<file path="config.mk">
export PLATFORM = sky130hd
export DESIGN_NAME = cacode_multi_flat
export DESIGN_NICKNAME = d
export VERILOG_FILES = /design/src/rtl/cacode_pkg.sv /design/src/rtl/cacode_multi_if.sv /design/src/rtl/cacode_chan.sv /design/src/rtl/cacode_multi.sv /design/src/flat_wrapper.sv
export SDC_FILE = /design/constraint.sdc
export NUM_CORES = 1
export LEC_CHECK = 0
export ABC_AREA = 1
export CAP_MARGIN = 20
export CORE_MARGIN = 2
export CORE_UTILIZATION = 30
export DETAILED_ROUTE_END_ITERATION = 12
export GPL_TIMING_DRIVEN = 1
export PLACE_DENSITY = 0.47
export REMOVE_ABC_BUFFERS = 1
export SETUP_SLACK_MARGIN = 0.3
export SYNTH_ARGS = -nofsm -noshare
export SYNTH_HDL_FRONTEND = slang
export SYNTH_SLANG_ARGS = --single-unit
</file>
<file path="constraint.sdc">
create_clock -name clk -period 3.4 [get_ports clk]
set_input_delay 0.68 -clock clk [delete_from_list [all_inputs] [get_ports clk]]
set_output_delay 0.68 -clock clk [all_outputs]
set_load 0.1 [all_outputs]
</file>
<file path="src/rtl/cacode_pkg.sv">
// Shared definitions for the multi-channel GPS C/A Gold-code generator.
//   CODE_LEN / IDX_BITS : code length and chip-index width
//   G_INIT, G1_FB_MASK, G2_FB_MASK : LFSR initial value and feedback taps
//   prn_taps()          : G2 phase-select pair for PRN 1..37, plus a valid flag
//   chan_state_t        : per-channel slew state
package cacode_pkg;

  localparam int unsigned CODE_LEN = 1023;
  localparam int unsigned IDX_BITS = 10;

  // LFSR bits are numbered 1..10 to match the polynomial notation; the
  // register shifts toward bit 10 and the feedback enters at bit 1.
  typedef logic [10:1] lfsr_t;

  localparam lfsr_t G_INIT     = 10'b11_1111_1111;
  // 1 + x^3 + x^10
  localparam lfsr_t G1_FB_MASK = 10'b10_0000_0100;
  // 1 + x^2 + x^3 + x^6 + x^8 + x^9 + x^10
  localparam lfsr_t G2_FB_MASK = 10'b11_1010_0110;

  typedef enum logic {IDLE, SLEW} chan_state_t;

  typedef struct packed {
    logic [3:0] a;
    logic [3:0] b;
    logic       valid;
  } prn_tap_t;

  function automatic lfsr_t lfsr_step(input lfsr_t g, input lfsr_t mask);
    return {g[9:1], ^(g & mask)};
  endfunction

  function automatic prn_tap_t mk_tap(input int unsigned a, input int unsigned b);
    prn_tap_t t;
    t.a     = 4'(a);
    t.b     = 4'(b);
    t.valid = 1'b1;
    return t;
  endfunction

  // Out-of-range PRNs return a harmless in-range tap pair with valid low so
  // the select never indexes outside the register.
  function automatic prn_tap_t prn_taps(input logic [5:0] prn);
    prn_tap_t t;
    t = '{a: 4'd1, b: 4'd1, valid: 1'b0};
    case (prn)
      6'd1:  t = mk_tap(2, 6);
      6'd2:  t = mk_tap(3, 7);
      6'd3:  t = mk_tap(4, 8);
      6'd4:  t = mk_tap(5, 9);
      6'd5:  t = mk_tap(1, 9);
      6'd6:  t = mk_tap(2, 10);
      6'd7:  t = mk_tap(1, 8);
      6'd8:  t = mk_tap(2, 9);
      6'd9:  t = mk_tap(3, 10);
      6'd10: t = mk_tap(2, 3);
      6'd11: t = mk_tap(3, 4);
      6'd12: t = mk_tap(5, 6);
      6'd13: t = mk_tap(6, 7);
      6'd14: t = mk_tap(7, 8);
      6'd15: t = mk_tap(8, 9);
      6'd16: t = mk_tap(9, 10);
      6'd17: t = mk_tap(1, 4);
      6'd18: t = mk_tap(2, 5);
      6'd19: t = mk_tap(3, 6);
      6'd20: t = mk_tap(4, 7);
      6'd21: t = mk_tap(5, 8);
      6'd22: t = mk_tap(6, 9);
      6'd23: t = mk_tap(1, 3);
      6'd24: t = mk_tap(4, 6);
      6'd25: t = mk_tap(5, 7);
      6'd26: t = mk_tap(6, 8);
      6'd27: t = mk_tap(7, 9);
      6'd28: t = mk_tap(8, 10);
      6'd29: t = mk_tap(1, 6);
      6'd30: t = mk_tap(2, 7);
      6'd31: t = mk_tap(3, 8);
      6'd32: t = mk_tap(4, 9);
      6'd33: t = mk_tap(5, 10);
      6'd34: t = mk_tap(4, 10);
      6'd35: t = mk_tap(1, 7);
      6'd36: t = mk_tap(2, 8);
      6'd37: t = mk_tap(4, 10);
      default: t = '{a: 4'd1, b: 4'd1, valid: 1'b0};
    endcase
    return t;
  endfunction

endpackage

</file>
<file path="src/rtl/cacode_multi_if.sv">
// Control/status bundle for cacode_multi. All vectors are packed per channel,
// channel k occupying the k-th field.
//   prn_num    : 6 bits/channel PRN select
//   enb, load, slew_req : 1 bit/channel controls
//   slew_chips : IDX_W bits/channel skip count
//   chip_out, chip_idx, epoch, slew_busy, prn_err : per-channel status
// master drives controls and reads status; slave is the generator side.
interface cacode_multi_if #(
  parameter int unsigned NUM_CH = 4,
  parameter int unsigned IDX_W  = cacode_pkg::IDX_BITS
);

  logic [6*NUM_CH-1:0]     prn_num;
  logic [NUM_CH-1:0]       enb;
  logic [NUM_CH-1:0]       load;
  logic [NUM_CH-1:0]       slew_req;
  logic [IDX_W*NUM_CH-1:0] slew_chips;
  logic [NUM_CH-1:0]       chip_out;
  logic [IDX_W*NUM_CH-1:0] chip_idx;
  logic [NUM_CH-1:0]       epoch;
  logic [NUM_CH-1:0]       slew_busy;
  logic [NUM_CH-1:0]       prn_err;

  modport master (
    output prn_num, enb, load, slew_req, slew_chips,
    input  chip_out, chip_idx, epoch, slew_busy, prn_err
  );

  modport slave (
    input  prn_num, enb, load, slew_req, slew_chips,
    output chip_out, chip_idx, epoch, slew_busy, prn_err
  );

endinterface

</file>
<file path="src/rtl/cacode_chan.sv">
// One C/A code channel: G1/G2 LFSRs, chip index counter, slew FSM and the
// registered output stage.
//   clk, rst   : clock, synchronous active-high reset
//   prn        : PRN select (valid 1..37)
//   enb        : advance one chip this cycle (IDLE only)
//   load       : return to chip 0, aborts a slew
//   slew_req   : start skipping slew_chips chips (ignored while slewing)
//   slew_chips : skip count, 0 means no slew
//   chip_out, chip_idx, epoch, prn_err : registered view of the current chip
//   slew_busy  : slew in progress
module cacode_chan
  import cacode_pkg::*;
#(
  parameter int unsigned IDX_W = IDX_BITS
) (
  input  logic             clk,
  input  logic             rst,
  input  logic [5:0]       prn,
  input  logic             enb,
  input  logic             load,
  input  logic             slew_req,
  input  logic [IDX_W-1:0] slew_chips,
  output logic             chip_out,
  output logic [IDX_W-1:0] chip_idx,
  output logic             epoch,
  output logic             slew_busy,
  output logic             prn_err
);

  localparam logic [IDX_W-1:0] LastIdx = IDX_W'(CODE_LEN - 1);

  chan_state_t      state_q, state_d;
  lfsr_t            g1_q, g1_d;
  lfsr_t            g2_q, g2_d;
  logic [IDX_W-1:0] idx_q, idx_d;
  logic [IDX_W-1:0] cnt_q, cnt_d;
  // Set when the index has just arrived at 0 (reset, load or wrap); the
  // output stage turns it into the one-cycle epoch pulse.
  logic             fresh_q, fresh_d;

  logic             chip_q;
  logic [IDX_W-1:0] idx_out_q;
  logic             epoch_q;
  logic             err_q;

  logic             step;
  logic             reload;
  prn_tap_t         taps;
  logic             chip_now;

  assign taps     = prn_taps(prn);
  assign chip_now = g1_q[10] ^ g2_q[taps.a] ^ g2_q[taps.b];

  always_comb begin
    state_d = state_q;
    cnt_d   = cnt_q;
    step    = 1'b0;
    reload  = 1'b0;
    if (load) begin
      reload  = 1'b1;
      state_d = IDLE;
      cnt_d   = '0;
    end else begin
      unique case (state_q)
        IDLE: begin
          step = enb;
          if (slew_req && (slew_chips != '0)) begin
            state_d = SLEW;
            cnt_d   = slew_chips;
          end
        end
        SLEW: begin
          step  = 1'b1;
          cnt_d = cnt_q - 1'b1;
          if (cnt_q == IDX_W'(1)) begin
            state_d = IDLE;
          end
        end
        default: state_d = IDLE;
      endcase
    end
  end

  always_comb begin
    g1_d    = g1_q;
    g2_d    = g2_q;
    idx_d   = idx_q;
    fresh_d = 1'b0;
    if (reload) begin
      g1_d    = G_INIT;
      g2_d    = G_INIT;
      idx_d   = '0;
      fresh_d = 1'b1;
    end else if (step) begin
      g1_d = lfsr_step(g1_q, G1_FB_MASK);
      g2_d = lfsr_step(g2_q, G2_FB_MASK);
      // Wrap by count; the LFSRs return to all ones on the same step.
      if (idx_q == LastIdx) begin
        idx_d   = '0;
        fresh_d = 1'b1;
      end else begin
        idx_d = idx_q + 1'b1;
      end
    end
  end

  always_ff @(posedge clk) begin
    if (rst) begin
      state_q   <= IDLE;
      g1_q      <= G_INIT;
      g2_q      <= G_INIT;
      idx_q     <= '0;
      cnt_q     <= '0;
      fresh_q   <= 1'b1;
      chip_q    <= 1'b0;
      idx_out_q <= '0;
      epoch_q   <= 1'b0;
      err_q     <= 1'b0;
    end else begin
      state_q   <= state_d;
      g1_q      <= g1_d;
      g2_q      <= g2_d;
      idx_q     <= idx_d;
      cnt_q     <= cnt_d;
      fresh_q   <= fresh_d;
      // Output stage samples the pre-step state, giving one cycle of latency.
      chip_q    <= chip_now & taps.valid;
      idx_out_q <= idx_q;
      epoch_q   <= fresh_q;
      err_q     <= ~taps.valid;
    end
  end

  assign chip_out  = chip_q;
  assign chip_idx  = idx_out_q;
  assign epoch     = epoch_q;
  assign slew_busy = (state_q == SLEW);
  assign prn_err   = err_q;

endmodule

</file>
<file path="src/rtl/cacode_multi.sv">
// Multi-channel C/A code generator: NUM_CH independent cacode_chan instances
// sharing only clk and rst.
//   clk, rst : clock, synchronous active-high reset for all channels
//   bus      : cacode_multi_if slave; channel k uses field k of every vector
module cacode_multi
  import cacode_pkg::*;
#(
  parameter int unsigned NUM_CH = 4,
  parameter int unsigned IDX_W  = IDX_BITS
) (
  input  logic           clk,
  input  logic           rst,
  cacode_multi_if.slave  bus
);

  for (genvar k = 0; k < NUM_CH; k++) begin : g_chan
    cacode_chan #(
      .IDX_W(IDX_W)
    ) u_chan (
      .clk        (clk),
      .rst        (rst),
      .prn        (bus.prn_num[6*k +: 6]),
      .enb        (bus.enb[k]),
      .load       (bus.load[k]),
      .slew_req   (bus.slew_req[k]),
      .slew_chips (bus.slew_chips[IDX_W*k +: IDX_W]),
      .chip_out   (bus.chip_out[k]),
      .chip_idx   (bus.chip_idx[IDX_W*k +: IDX_W]),
      .epoch      (bus.epoch[k]),
      .slew_busy  (bus.slew_busy[k]),
      .prn_err    (bus.prn_err[k])
    );
  end

endmodule

</file>
<file path="src/flat_wrapper.sv">
// flat-port wrapper written by rule: the top's interface ports become plain ports
module cacode_multi_flat import cacode_pkg::*;
#(
  parameter int unsigned NUM_CH = 4,
  parameter int unsigned IDX_W  = IDX_BITS
)
  (clk, rst, bus_prn_num, bus_enb, bus_load, bus_slew_req, bus_slew_chips, bus_chip_out, bus_chip_idx, bus_epoch, bus_slew_busy, bus_prn_err);
  cacode_multi_if #(.NUM_CH(NUM_CH), .IDX_W(IDX_W)) bus_i ();
  input  logic clk;
  input  logic rst;
  input wire logic [$bits(bus_i.prn_num)-1:0] bus_prn_num;
  input wire logic [$bits(bus_i.enb)-1:0] bus_enb;
  input wire logic [$bits(bus_i.load)-1:0] bus_load;
  input wire logic [$bits(bus_i.slew_req)-1:0] bus_slew_req;
  input wire logic [$bits(bus_i.slew_chips)-1:0] bus_slew_chips;
  output wire logic [$bits(bus_i.chip_out)-1:0] bus_chip_out;
  output wire logic [$bits(bus_i.chip_idx)-1:0] bus_chip_idx;
  output wire logic [$bits(bus_i.epoch)-1:0] bus_epoch;
  output wire logic [$bits(bus_i.slew_busy)-1:0] bus_slew_busy;
  output wire logic [$bits(bus_i.prn_err)-1:0] bus_prn_err;
  assign bus_i.prn_num = bus_prn_num;
  assign bus_i.enb = bus_enb;
  assign bus_i.load = bus_load;
  assign bus_i.slew_req = bus_slew_req;
  assign bus_i.slew_chips = bus_slew_chips;
  assign bus_chip_out = bus_i.chip_out;
  assign bus_chip_idx = bus_i.chip_idx;
  assign bus_epoch = bus_i.epoch;
  assign bus_slew_busy = bus_i.slew_busy;
  assign bus_prn_err = bus_i.prn_err;
  cacode_multi #(.NUM_CH(NUM_CH), .IDX_W(IDX_W)) u_core (.clk(clk), .rst(rst), .bus(bus_i));
endmodule
</file>
== Word level (Yosys, flattened, before mapping) ==
Memory sizes are Yosys's and may differ from the RTL's.
Cells that the tools add are included.
Cells by class
  bitwise operators: 20
  reduce and logical (&&, ||, !) cells: 24
  add/sub/neg operators: 8
  order comparisons: 8
  equality and inequality tests: 12
  muxes and demuxes: 60
Operator list (number)
  $mux W10: 8
  $pmux W10 S2: 4
  $reduce_xor A10 Y1: 8
  $add A10 B1 Y10 const B: 4
  $eq A10 B1 Y1 const B: 4
  $eq A10 B10 Y1 const B: 4
  $lt A4 B5 Y1 const B: 8
  $reduce_bool A10 Y1: 4
  $sub A10 B1 Y10 const B: 4
  $bmux W1 S4: 8
  $mux W1: 32
  $pmux W1 S2: 8
  $reduce_or A2 Y1: 8
  $ne A2 B2 Y1 const B: 4
  $not A1 Y1: 8
  $xor A1 B1 Y1: 8
  $and A1 B1 Y1: 4
  $logic_and A1 B1 Y1: 4
Word-level totals
  word-level logic and storage cells: 176
  bits in read-only memories: 2304
  bits in registers: 220
  memories kept: 4
Memory list
  (name not given): words 64, width 9, read ports 1, clocked after memory_dff 0, wr ports 0, RTL line cacode_pkg.sv:46  | case (prn)
  (name not given): words 64, width 9, read ports 1, clocked after memory_dff 0, wr ports 0, RTL line cacode_pkg.sv:46
  (name not given): words 64, width 9, read ports 1, clocked after memory_dff 0, wr ports 0, RTL line cacode_pkg.sv:46
  (name not given): words 64, width 9, read ports 1, clocked after memory_dff 0, wr ports 0, RTL line cacode_pkg.sv:46

== Logic depth before layout (Yosys ltp) ==
An unclocked memory read counts as a cell.
  word-level depth: 6
  mapped depth: 18

== By module ==
A second synthesis with hierarchy kept.
Unflattened totals
  cell total of the unflattened synthesis: 1844
  area, all modules: 12374.4 um^2
Modules (own cells, without submodules)
  cacode_chan at u_core.g_chan[0].u_chan ...: sequential area each 1101.1 um^2, instances 2, cells an instance 461, area each 3100.5 um^2
  cacode_chan at u_core.g_chan[2].u_chan ...: sequential area each 1101.1 um^2, instances 2, cells an instance 461, area each 3086.7 um^2

== Worst setup path after synthesis ==
No wires, ideal clock.
  path kind: input -> register
  from: input bus_prn_num[0]
  to: register u_core.g_chan[0].u_chan.chip_q
  setup slack: 1192 ps
  stages: 15
  arrival time: 2095 ps
  buffers on the path: 0
  path through: inv_1 -> ha_1 -> o21ai_0 -> or2_1 -> nand3_2 -> nand2_1 -> nand3_1 -> nand2_1 -> nand2_1 -> nand2_1 -> nand2_1 -> nand2_1 -> inv_1 -> nand2_1 -> a21oi_2
Between the ends
  word-level cells in the longest chain between the ends: 6
  elaborated cells on any way between the ends: 8
RTL lines
  start, declared: RTL line flat_wrapper.sv:11  | input wire logic [$bits(bus_i.prn_num)-1:0] bus_prn_num;
  $mem_v2 Z64 W9 (*)
  $bmux W1 S4: RTL line cacode_chan.sv:52  | assign chip_now = g1_q[10] ^ g2_q[taps.a] ^ g2_q[taps.b];
  $mux W1 (not written as such): RTL line cacode_chan.sv:52
  $xor A1 B1 Y1 (2 in series): RTL line cacode_chan.sv:52
  $and A1 B1 Y1 (*): RTL line cacode_chan.sv:127  | chip_q <= chip_now & taps.valid;
  end signal, assigned: RTL line cacode_chan.sv:127
  end, declared: RTL line cacode_chan.sv:41  | logic chip_q;
Every way passes the cells marked *; elsewhere a longest branch is shown, timed or not. The select of a mux whose other input is x is not followed.
A chain may end at the register's enable or synchronous reset.

== Worst setup path after layout ==
  from: register u_core.g_chan[2].u_chan.chip_q
  to: output bus_chip_out[2]
RTL lines
  start, declared: RTL line cacode_chan.sv:41
  start signal, assigned: RTL line cacode_chan.sv:127
  end, declared: RTL line flat_wrapper.sv:16  | output wire logic [$bits(bus_i.chip_out)-1:0] bus_chip_out;
No word-level cell between the ends.

==> impl_metrics.yaml <==
setup_path:
  critPathRequiredTime_ns: 2.72
  worst-r2r-setup-slack_ns: 1.14
  worstPathArrival_ns: 2.04
  cp_top_family: "buffers and inverters"
  timing.critical_path.buf_inv: 1
  slowest_stage_delay_on_critical_path_ns: 1.14
  path_cells: "clkdlybuf4s50_1"
  critical_path.max_fanout: 1
  criticalPathCategory: "reg -> out"
  endpoint_kind: "primary output"
  start_kind: "flip-flop"
  worst_path_max_delay_cell: "sky130_fd_sc_hd__clkdlybuf4s50_1"
place:
  routability_driven_placement_congestion_ratio: 0.902
  hpwlAfterDp_um: 25300
  placement.setup.worst_slack_ns: 0.275
  portbufs: 133
floorplanning:
  floorplan.initialDensity_pct: 30.4
  core.rowCount: 74
  top_level_ports: 134
  fp.coreArea_mm2: 0.0408
  fp.dieArea_mm2: 0.0430
  die_h_um: 207
  die_w_um: 207
drt:
  dr.pass1.iters: 5
  detailroute.via_count: 12272
  vias_per_cell: 4.81
  detail_route.iter0.violations: 769
  routed_len_inst_um: 13.1
  drc: 0
  route.final.wire_length_um: 33500
  drtAntennaViolNets: 0
synth:
  syn-instance-count: 1873
  most_used_flip_flop_cell_after_synthesis: "sky130_fd_sc_hd__dfxtp_1"
  synth_area_mm2: 0.0124
  synth-edff-count: 0
  yosysUniqueCellTypes: 51
  yosys-top-cells-area: "sky130_fd_sc_hd__dfxtp_1 35%, sky130_fd_sc_hd__nand2_1 13%, sky130_fd_sc_hd__nand3_1 7.8%, sky130_fd_sc_hd__inv_1 7.3%, sky130_fd_sc_hd__a21oi_1 5.3%"
  synth_sequential_area_ratio_pct: 35.5
  synth_largest_area_cell: "sky130_fd_sc_hd__dfxtp_1"
  synth_top_area_share_pct: 35.5
  synth.avg_cell_area_um2: 6.63
  async_flop_share_pct: 0
  yosys_warnings: 0
  synth_seq_cells: 220
timing:
  layout_setup_ws_ns: 0.681
  worst-slew-pin-transition_ns: 1.01
  report.final.slew_viol_count: 0
  clock_skew_ns: 0.0122
  setup_viol: 0
  grt_setup_unrepaired: "false"
  layout_min_cycle_time_ns: 2.72
  fin_tns_setup_ns: 0
  min_period_over_period_pct: 80.0
  timing.slew.headroom_pct: 32.2
  maxClockFrequency_mhz: 368
  report.final.hold_viol_count: 0
global_route:
  antenna_violations_before_repair: 0
  first_global_vias: 11307
  globalRouteTotalUtil_pct: 15.1
  globalRoute.totalOverflow: 0
  grt_first_pass_wirelength_um: 55700
  grt_max_degree: 26
clock_tree:
  cts_setup_buffers: 0
  ctsResizeCount: 0
  cts_inserted_buffers: 26
  clk-insertion-delay-late_ns: 0.53
  post_cts_hold_fix_bufs: 0
  cts.htree.levels: 1
  clk_transition_reported_paths_ns: 0.06
  cts_tree: "yes"
  cts_root_buf: "sky130_fd_sc_hd__clkbuf_16"
  clock_sink_count: 220
  clock_path_buffers: 3
power:
  p_leak_nw: 6.84
  vdd.ir_drop.worst_mv: 0.280
  powerDensity_mw_per_mm2: 445
  fin_total_pwr_w: 0.00672
layout:
  antenna_cells_inserted: 0
  most_common_cell_after_layout_fill_and_taps_aside: "sky130_fd_sc_hd__nand2_1"
  drive_above_1_share_pct: 8.56
  fin_nets: 2120
  layout_common_cells: "444 x sky130_fd_sc_hd__nand2_1, 242 x sky130_fd_sc_hd__inv_1, 220 x sky130_fd_sc_hd__dfxtp_1"
  areaGrowthSynthToFinish_pct: 21.7
min_path:
  hold_path.class: "reg -> reg"
run:
  max_cap_viol_count: 0
outcome:
  status: "finished clean"
[final cells by class]
| type | instances | area, µm² |
|---|---|---|
| well taps | 532 | 666 |
| inverters | 270 | 1010 |
| flip-flops and latches | 220 | 4400 |
| fillers | 4332 | 25700 |
| repair buffers | 170 | 1550 |
| clock inverters | 13 | 121 |
| multi-input cells | 1314 | 6620 |
| clock buffers | 34 | 732 |
[state kept, by name (all words and copies together) (netlist names)]
name / cells
u_core.g_chan.u_chan.slew_busy: 4
u_core.g_chan.u_chan.cnt_q: 40
u_core.g_chan.u_chan.g2_q: 40
u_core.g_chan.u_chan.g1_q: 40
u_core.g_chan.u_chan.idx_q: 40
u_core.g_chan.u_chan.epoch: 4
u_core.g_chan.u_chan.chip_out: 4
u_core.g_chan.u_chan.fresh_q: 4
u_core.g_chan.u_chan.chip_idx: 40
u_core.g_chan.u_chan.prn_err: 4
[synth_stat cells, types with 2 or more instances]
| cell type | count |
|---|---|
| sky130_fd_sc_hd__nand2_4 | 3 |
| sky130_fd_sc_hd__nand3_2 | 12 |
| sky130_fd_sc_hd__xor2_1 | 5 |
| sky130_fd_sc_hd__o311ai_0 | 2 |
| sky130_fd_sc_hd__inv_2 | 27 |
| sky130_fd_sc_hd__buf_2 | 10 |
| sky130_fd_sc_hd__a21oi_1 | 132 |
| sky130_fd_sc_hd__a311oi_1 | 3 |
| sky130_fd_sc_hd__nand4_1 | 26 |
| sky130_fd_sc_hd__o22ai_1 | 2 |
| sky130_fd_sc_hd__buf_6 | 2 |
| sky130_fd_sc_hd__o31ai_1 | 2 |
| sky130_fd_sc_hd__nor2_1 | 155 |
| sky130_fd_sc_hd__o21ai_1 | 17 |
| sky130_fd_sc_hd__or2_2 | 10 |
| sky130_fd_sc_hd__nor3b_1 | 4 |
| sky130_fd_sc_hd__nand3b_1 | 6 |
| sky130_fd_sc_hd__nand2_2 | 6 |
| sky130_fd_sc_hd__o211ai_1 | 34 |
| sky130_fd_sc_hd__clkbuf_1 | 30 |
| sky130_fd_sc_hd__or2_1 | 7 |
| sky130_fd_sc_hd__inv_1 | 242 |
| sky130_fd_sc_hd__nor3_1 | 33 |
| sky130_fd_sc_hd__nor4_1 | 13 |
| sky130_fd_sc_hd__a21oi_2 | 3 |
| sky130_fd_sc_hd__xnor2_1 | 20 |
| sky130_fd_sc_hd__dfxtp_1 | 220 |
| sky130_fd_sc_hd__a31oi_1 | 22 |
| sky130_fd_sc_hd__and3_1 | 3 |
| sky130_fd_sc_hd__ha_1 | 40 |
| sky130_fd_sc_hd__buf_1 | 2 |
| sky130_fd_sc_hd__nand2_1 | 444 |
| sky130_fd_sc_hd__a211oi_1 | 4 |
| sky130_fd_sc_hd__nand3_1 | 193 |
| sky130_fd_sc_hd__nor2_2 | 6 |
| sky130_fd_sc_hd__buf_4 | 24 |
| sky130_fd_sc_hd__o21ai_0 | 95 |
[worst register-to-register path, stage by stage, from the launching register on]
cell	delay (ns)
sky130_fd_sc_hd__dfxtp_1	0.57
sky130_fd_sc_hd__nor2_1	0.18
sky130_fd_sc_hd__nor2_2	0.26
sky130_fd_sc_hd__inv_1	0.26
sky130_fd_sc_hd__o21ai_1	0.68
sky130_fd_sc_hd__a21oi_1	0.08
sky130_fd_sc_hd__o21a_1	0.14
[cell families after synthesis]
family / Yosys count / synth area share (%)
mux: 1 / 0.0907
simple gates: 925 / 32.9
compound gates: 323 / 14.5
fa+ha+maj: 40 / 4.03
buf+inv: 339 / 11.2
xor+xnor: 25 / 1.76
flops: 220 / 35.5
[path summary, 6_finish.rpt]
check / startpoint / endpoint / cells after the start
max: u_core.g_chan[2].u_chan.chip_out$_SDFF_PP0_ / bus_chip_out[2] / 1
min: u_core.g_chan[1].u_chan.fresh_q$_SDFF_PP1_ / u_core.g_chan[1].u_chan.epoch$_SDFF_PP0_ / 2
max reg2reg: u_core.g_chan[0].u_chan.slew_busy$_SDFF_PP0_ / u_core.g_chan[0].u_chan.idx_q[9]$_SDFFE_PP0P_ / 6
min reg2reg: u_core.g_chan[1].u_chan.fresh_q$_SDFF_PP1_ / u_core.g_chan[1].u_chan.epoch$_SDFF_PP0_ / 2
[where the power goes]
group	leakage, nW	internal, W	switching (W)	total, W
sequential	1.80	0.00267	0.0000735	0.00274
clock	0.427	0.00166	0.00113	0.00279
combinational	4.62	0.000423	0.000769	0.00119
total	6.84	0.00475	0.00197	0.00672
[through the flow]
step | instances | cell area, µm² | hold WS (ns) | utilization [%]
2_1_floorplan | 1804 | 12000 | 0.388 | -
3_3_place_gp | 2506 | 14300 | 0.401 | 34.9
3_5_place_dp | 2506 | 14300 | 0.398 | 34.9
4_1_cts | 2553 | 15100 | 0.406 | 37.0
5_1_grt | 2553 | 15100 | 0.419 | 37.0
6_report | 2553 | 15100 | 0.402 | 37.0
[routing by layer]
| layer | up-vias | GRT usage [%] | wire length (µm) |
|---|---|---|---|
| li1 | 6365 | - | - |
| met1 | 5561 | 20.3 | 16000 |
| met2 | 292 | 25.3 | 15200 |
| met3 | 54 | 2.56 | 1520 |
| met4 | 0 | 3.67 | 770 |
| met5 | - | 0 | 0 |
Note: power is estimated with default switching activity, not from simulation.
